### src/rtl/data_bus_pkg.sv
// data_bus_pkg: size codes, adapter FSM states and byte-lane helpers shared by the data bus adapter
package data_bus_pkg;
   localparam logic [1:0] SIZE_BYTE = 2'b00;
   localparam logic [1:0] SIZE_HALF = 2'b01;
   localparam logic [1:0] SIZE_WORD = 2'b10;
   typedef enum logic [1:0] {IDLE, REQ, DONE} state_e;
   localparam logic [3:0] STRB_BYTE    = 4'b0001;
   localparam logic [3:0] STRB_HALF_LO = 4'b0011;
   localparam logic [3:0] STRB_HALF_HI = 4'b1100;
   localparam logic [3:0] STRB_WORD    = 4'b1111;
   function automatic logic [3:0] store_strobe(input logic [1:0] size, input logic [1:0] off);
      return size == SIZE_BYTE ? STRB_BYTE << off
           : size == SIZE_HALF ? (off[1] ? STRB_HALF_HI : STRB_HALF_LO)
           : STRB_WORD;
   endfunction
   function automatic logic [31:0] store_lanes(input logic [1:0] size, input logic [31:0] d);
      return size == SIZE_BYTE ? {4{d[7:0]}} : size == SIZE_HALF ? {2{d[15:0]}} : d;
   endfunction
endpackage

### src/rtl/data_bus_adapter_align.sv
// load_align_extend: shifts the addressed lanes of a bus word down and sign/zero-extends by size
module load_align_extend
   import data_bus_pkg::*;
(
   input  logic [31:0] data,
   input  logic [1:0]  offset,
   input  logic [1:0]  size,
   input  logic        sign_ext,
   output logic [31:0] result
);
   logic [31:0] r;
   always_comb begin
      r = data >> {offset, 3'b000};
      result = size == SIZE_BYTE ? {{24{sign_ext & r[7]}}, r[7:0]}
             : size == SIZE_HALF ? {{16{sign_ext & r[15]}}, r[15:0]}
             : r;
   end
endmodule

### src/rtl/data_bus_adapter.sv
// data_bus_adapter: memory-stage load/store to word-aligned strobed bus transaction with timeout
module data_bus_adapter
   import data_bus_pkg::*;
#(
   parameter int TIMEOUT_CYCLES = 255
) (
   input  logic        clk,
   input  logic        reset,
   input  logic [31:0] mem_address,
   input  logic [31:0] mem_store_data,
   input  logic [1:0]  mem_size,
   input  logic        mem_signed,
   input  logic        mem_load,
   input  logic        mem_store,
   input  logic        pipeline_stall,
   output logic [31:0] mem_load_data,
   output logic        mem_busy,
   output logic        mem_fault,
   output logic [31:0] ext_address,
   output logic [31:0] ext_write_data,
   output logic [3:0]  ext_strobe,
   output logic        ext_read,
   output logic        ext_write,
   input  logic        ext_ready,
   input  logic [31:0] ext_read_data
);
   localparam int CW = TIMEOUT_CYCLES > 0 ? $clog2(TIMEOUT_CYCLES + 1) : 1;
   state_e        state_q, state_d;
   logic [31:0]   addr_q, addr_d, wdata_q, wdata_d, buf_q, buf_d, aligned;
   logic [3:0]    strobe_q, strobe_d;
   logic [1:0]    off_q, off_d, size_q, size_d;
   logic          sgn_q, sgn_d, rd_q, rd_d, wr_q, wr_d, fault_q, fault_d;
   logic [CW-1:0] cnt_q, cnt_d;
   logic          req, expired;
   load_align_extend u_align (
      .data    (ext_read_data),
      .offset  (off_q),
      .size    (size_q),
      .sign_ext(sgn_q),
      .result  (aligned)
   );
   always_comb begin
      req = mem_load | mem_store;
      expired = TIMEOUT_CYCLES != 0 && cnt_q == CW'(TIMEOUT_CYCLES - 1);
      state_d = state_q;
      addr_d = addr_q;
      wdata_d = wdata_q;
      strobe_d = strobe_q;
      off_d = off_q;
      size_d = size_q;
      sgn_d = sgn_q;
      rd_d = rd_q;
      wr_d = wr_q;
      buf_d = buf_q;
      cnt_d = cnt_q;
      fault_d = 1'b0;
      if (state_q == IDLE && req) begin
         state_d = REQ;
         addr_d = {mem_address[31:2], 2'b00};
         wdata_d = store_lanes(mem_size, mem_store_data);
         strobe_d = mem_store ? store_strobe(mem_size, mem_address[1:0]) : STRB_WORD;
         off_d = mem_address[1:0];
         size_d = mem_size;
         sgn_d = mem_signed;
         rd_d = mem_load;
         wr_d = mem_store;
         cnt_d = '0;
      end else if (state_q == REQ) begin
         cnt_d = cnt_q + CW'(1);
         // ready in the final allowed cycle still completes normally
         if (ext_ready || expired) begin
            state_d = DONE;
            rd_d = 1'b0;
            wr_d = 1'b0;
            buf_d = ext_ready ? (rd_q ? aligned : buf_q) : '0;
            fault_d = !ext_ready;
         end
      end else if (state_q == DONE && !pipeline_stall) begin
         state_d = IDLE;
      end
      mem_busy = (state_q == IDLE && req) || state_q == REQ;
   end
   always_ff @(posedge clk) begin
      if (reset) begin
         state_q <= IDLE;
         addr_q <= '0;
         wdata_q <= '0;
         strobe_q <= '0;
         off_q <= '0;
         size_q <= '0;
         sgn_q <= 1'b0;
         rd_q <= 1'b0;
         wr_q <= 1'b0;
         buf_q <= '0;
         cnt_q <= '0;
         fault_q <= 1'b0;
      end else begin
         state_q <= state_d;
         addr_q <= addr_d;
         wdata_q <= wdata_d;
         strobe_q <= strobe_d;
         off_q <= off_d;
         size_q <= size_d;
         sgn_q <= sgn_d;
         rd_q <= rd_d;
         wr_q <= wr_d;
         buf_q <= buf_d;
         cnt_q <= cnt_d;
         fault_q <= fault_d;
      end
   end
   assign mem_load_data = buf_q;
   assign mem_fault = fault_q;
   assign ext_address = addr_q;
   assign ext_write_data = wdata_q;
   assign ext_strobe = strobe_q;
   assign ext_read = rd_q;
   assign ext_write = wr_q;
endmodule

### config.mk
export PLATFORM = sky130hd
export DESIGN_NAME = data_bus_adapter
export DESIGN_NICKNAME = d
export VERILOG_FILES = /design/src/rtl/data_bus_pkg.sv /design/src/rtl/data_bus_adapter_align.sv /design/src/rtl/data_bus_adapter.sv
export SDC_FILE = /design/constraint.sdc
export NUM_CORES = 1
export LEC_CHECK = 0
export ABC_CLOCK_PERIOD_IN_PS = 2350
export BUFFER_PORTS_ARGS = -buffer_cell sky130_fd_sc_hd__clkbuf_2
export CAP_MARGIN = 20
export CORE_ASPECT_RATIO = 2
export CORE_MARGIN = 3
export CORE_UTILIZATION = 48
export DETAILED_ROUTE_END_ITERATION = 10
export GPL_TIMING_DRIVEN = 1
export PLACE_DENSITY = 0.77
export SLEW_MARGIN = 20
export SYNTH_ARGS = -nofsm -noshare
export SYNTH_HDL_FRONTEND = slang
export SYNTH_SLANG_ARGS = --single-unit
### constraint.sdc
create_clock -name clk -period 2.35 [get_ports clk]
set_input_delay 0.235 -clock clk [delete_from_list [all_inputs] [get_ports clk]]
set_output_delay 0.235 -clock clk [all_outputs]
set_load 0.02 [all_outputs]
==> impl_metrics.tcl <==
set metrics [dict create \
    synth_edf_count 0 \
    coreArea_mm2 0.0101 \
    syn-cell-area_mm2 0.00497 \
    synth.area.top_cells "sky130_fd_sc_hd__dfxtp_1 (47%), sky130_fd_sc_hd__nand2_1 (11%), sky130_fd_sc_hd__mux2i_1 (6.6%)" \
    power.leakage_nw 3.00 \
    pin_count_of_the_biggest_net_entering_global_routing 88 \
    synth.lib_cells_used.distinct 43 \
    multiplexer_share_of_the_synthesized_area_pct 8.68 \
    die_area_mm2 0.0117 \
    n_fill_cell 872 \
    setup.worst_path.class "reg2reg" \
    routed_wl_um 14800 \
    cellPowerDensity_mw_per_mm2 854 \
    multiInputGateArea_mm2 0.00244 \
    synth-adder-area-share_pct 0.503 \
    number_of_storage_elements_in_the_synthesis_netlist 116 \
    hold_path_class "in2reg" \
    via_count 5016 \
    totalNegativeSetupSlack_ps 0 \
    cap_violations 0 \
    whs_ps 39.1 \
    grt_pass1_vias 4936 \
    timing.final.crit_period_ps 2010 \
    postRouteAntennaNets 0 \
    rsz0062_at_grt "false" \
    num_io_pins 209 \
    initial_antenna_violation_count 0 \
    synth_top_family_by_area "compound AO/OA/AOI/OAI gates" \
    worst_ep_arrival_time_ps 2350 \
    leading_cell_type_in_the_layout_fill_and_taps_excluded "sky130_fd_sc_hd__clkbuf_2" \
    detailedRoute.firstPassIterationCount 5 \
    final_cell_count_no_fill 932 \
    cts.htree.levels 4 \
    dpl.hpwl_um 11000 \
    highest_count_cells_in_the_layout_ignoring_fill_and_taps "sky130_fd_sc_hd__clkbuf_2 (206), sky130_fd_sc_hd__nand2_1 (150), sky130_fd_sc_hd__dfxtp_1 (116)" \
    regToRegStartpoint "state_q[1]$_SDFFE_PP0P_" \
    fin_nets 891 \
    syn_inst 594 \
    initial_util_pct 49.0 \
    via_per_inst 5.38 \
    tritoncts "done" \
    remaining_drc_errors 0 \
    cells_along_the_critical_path "nand2b_1 -> or3_1 -> nor2_1 -> a22o_1" \
    yosys.area_share.xor_xnor_pct 0.880 \
    slew_viol_final 0 \
    grt_pass1_wl_um 23400 \
    max_stage_delay_ps 560 \
    buffer_ports.inserted 206 \
    globalRouteTotalUtil_pct 25.3 \
    clock-sinks 116 \
    period_utilization_pct 85.3 \
    cts_resized 0 \
    gp_congestion 0.902 \
    grt_overflow_total 0 \
    cp.required_ps 2700 \
    worst_setup_start_kind "flip-flop" \
    cts_max_path_buffers 2 \
    die_y_um 150 \
    synth.yosys.seq_area_share_pct 46.7 \
    yosysTopAreaCell "sky130_fd_sc_hd__dfxtp_1" \
    synth.avg_cell_area_um2 8.38 \
    drive_gt1_share_pct 34.8 \
    maxClockFrequency_mhz 499 \
    antenna_cells 0 \
    worstMarginPinSlew_ps 813 \
    synth_ff_type "sky130_fd_sc_hd__dfxtp_1" \
    synth-compound-area-share_pct 22.2 \
    setup.worst_path.end_class "flip-flop" \
    area.sequential_mm2 0.00232 \
    die_width_um 78.0 \
    worstHoldStart "mem_address[13]" \
    fin_skew_ps 8.85 \
    synth_largest_type_area_fraction_pct 46.7 \
    post_synth_and_or_nand_nor_area_fraction_pct 16.4 \
    outcome "finished, final reports clean" \
    max-slew-margin-rel_pct 45.6 \
    postCtsHoldBufs 0 \
    finalHoldViolCount 0 \
    clock_latency_ps 410 \
    critPathLaunch "state_q[1]$_SDFFE_PP0P_" \
    finalPower_mw 5.69 \
    clk_pin_slew_worst_paths_ps 60 \
    first_iter_violations 152 \
    cts-buffers-inserted 17 \
    num_rows 52 \
    ctsRootBufferMaster "sky130_fd_sc_hd__clkbuf_16" \
    ys_warn_count 0 \
    synthArstFlopShare_pct 0 \
    area_growth_syn_to_layout_pct 33.9 \
    worst_path_max_delay_cell "sky130_fd_sc_hd__nor2_1" \
    numPlacedInstances 900 \
    cts_setup_buffers 0 \
    drt_wl_cell_um 15.8 \
    power.ir.vdd_worst_uv 562 \
    max_fo_critical_path 9 \
    setup_viol 0 \
]
worst paths after layout:
path         slack (ps)                        endpoint  depth (start not counted)
min                  40    ext_address[13]$_SDFFE_PP0P_                          3
max                 340  mem_load_data[12]$_SDFFE_PP0P_                          4
min reg2reg         450     ext_address[3]$_SDFFE_PP0P_                          2
max reg2reg         340  mem_load_data[12]$_SDFFE_PP0P_                          4
cell type report:
class	instances	share of cell area (%)
timing repair buffer	218	17.0
tap	135	2.54
clock inverter	13	2.01
sequential	116	34.9
clock buffer	19	6.65
inverter	4	0.225
multi-input combinational	427	36.7
power by group:
group	internal [mW]	switching (mW)
Sequential	2.11	0.0938
Clock	1.58	0.912
Combinational	0.357	0.638
state kept, by name, summed over array words and instances, names as in the netlist:
register / flops
cnt_q: 8
ext_address: 30
ext_read: 1
ext_strobe: 4
ext_write: 1
ext_write_data: 32
mem_fault: 1
mem_load_data: 32
off_q: 2
sgn_q: 1
size_q: 2
state_q: 2
per-stage QoR:
| stage | util (%) | worst slack [ps] | instance area (um^2) |
|---|---|---|---|
| after global routing | 65.6 | 171 | 6660 |
| after floorplan | - | 603 | 4980 |
| final | 65.6 | 345 | 6660 |
| after global placement | 59.9 | 513 | 6080 |
| after detailed placement | 59.9 | 420 | 6080 |
| after CTS | 65.6 | 340 | 6660 |
per-layer routing:
metal	global-route usage [%]	wire length [um]	vias up
met5	0	0	-
met4	11.1	475	0
met3	8.80	1070	42
met2	47.2	7920	217
met1	24.6	5300	2316
li1	-	-	2441
cells in the mapped netlist (4+ instances only):
master,instances
sky130_fd_sc_hd__o21ai_0,44
sky130_fd_sc_hd__o2bb2ai_1,8
sky130_fd_sc_hd__nor3_1,4
sky130_fd_sc_hd__mux2i_1,33
sky130_fd_sc_hd__nor2_1,33
sky130_fd_sc_hd__dfxtp_1,116
sky130_fd_sc_hd__a21oi_1,64
sky130_fd_sc_hd__nand2b_1,4
sky130_fd_sc_hd__mux2_2,9
sky130_fd_sc_hd__buf_1,4
sky130_fd_sc_hd__inv_1,4
sky130_fd_sc_hd__a22o_1,14
sky130_fd_sc_hd__a211oi_1,12
sky130_fd_sc_hd__nand2_1,150
sky130_fd_sc_hd__clkbuf_1,37
sky130_fd_sc_hd__a22o_2,10
sky130_fd_sc_hd__a311oi_1,9
worst max-delay path, delay by kind of cell, from the launching register on:
family | cells | cell delay, ps
DFF | 1 | 340
AOI/OAI and AO/OA | 1 | 230
and+or+nand+nor | 3 | 1370
logic make-up (layout without fill, tap and decap cells):
family                   Yosys count  count (layout)
flip-flops                       116             116
AND/OR/NAND/NOR                  204             204
XOR/XNOR                           5               5
buffers and inverters             52             254
AO/OA/AOI/OAI                    172             172
other                              1               2
multiplexers                      42              42
adder cells (fa/ha/maj)            2               2
No activity file was read; power rests on OpenSTA's default activity.
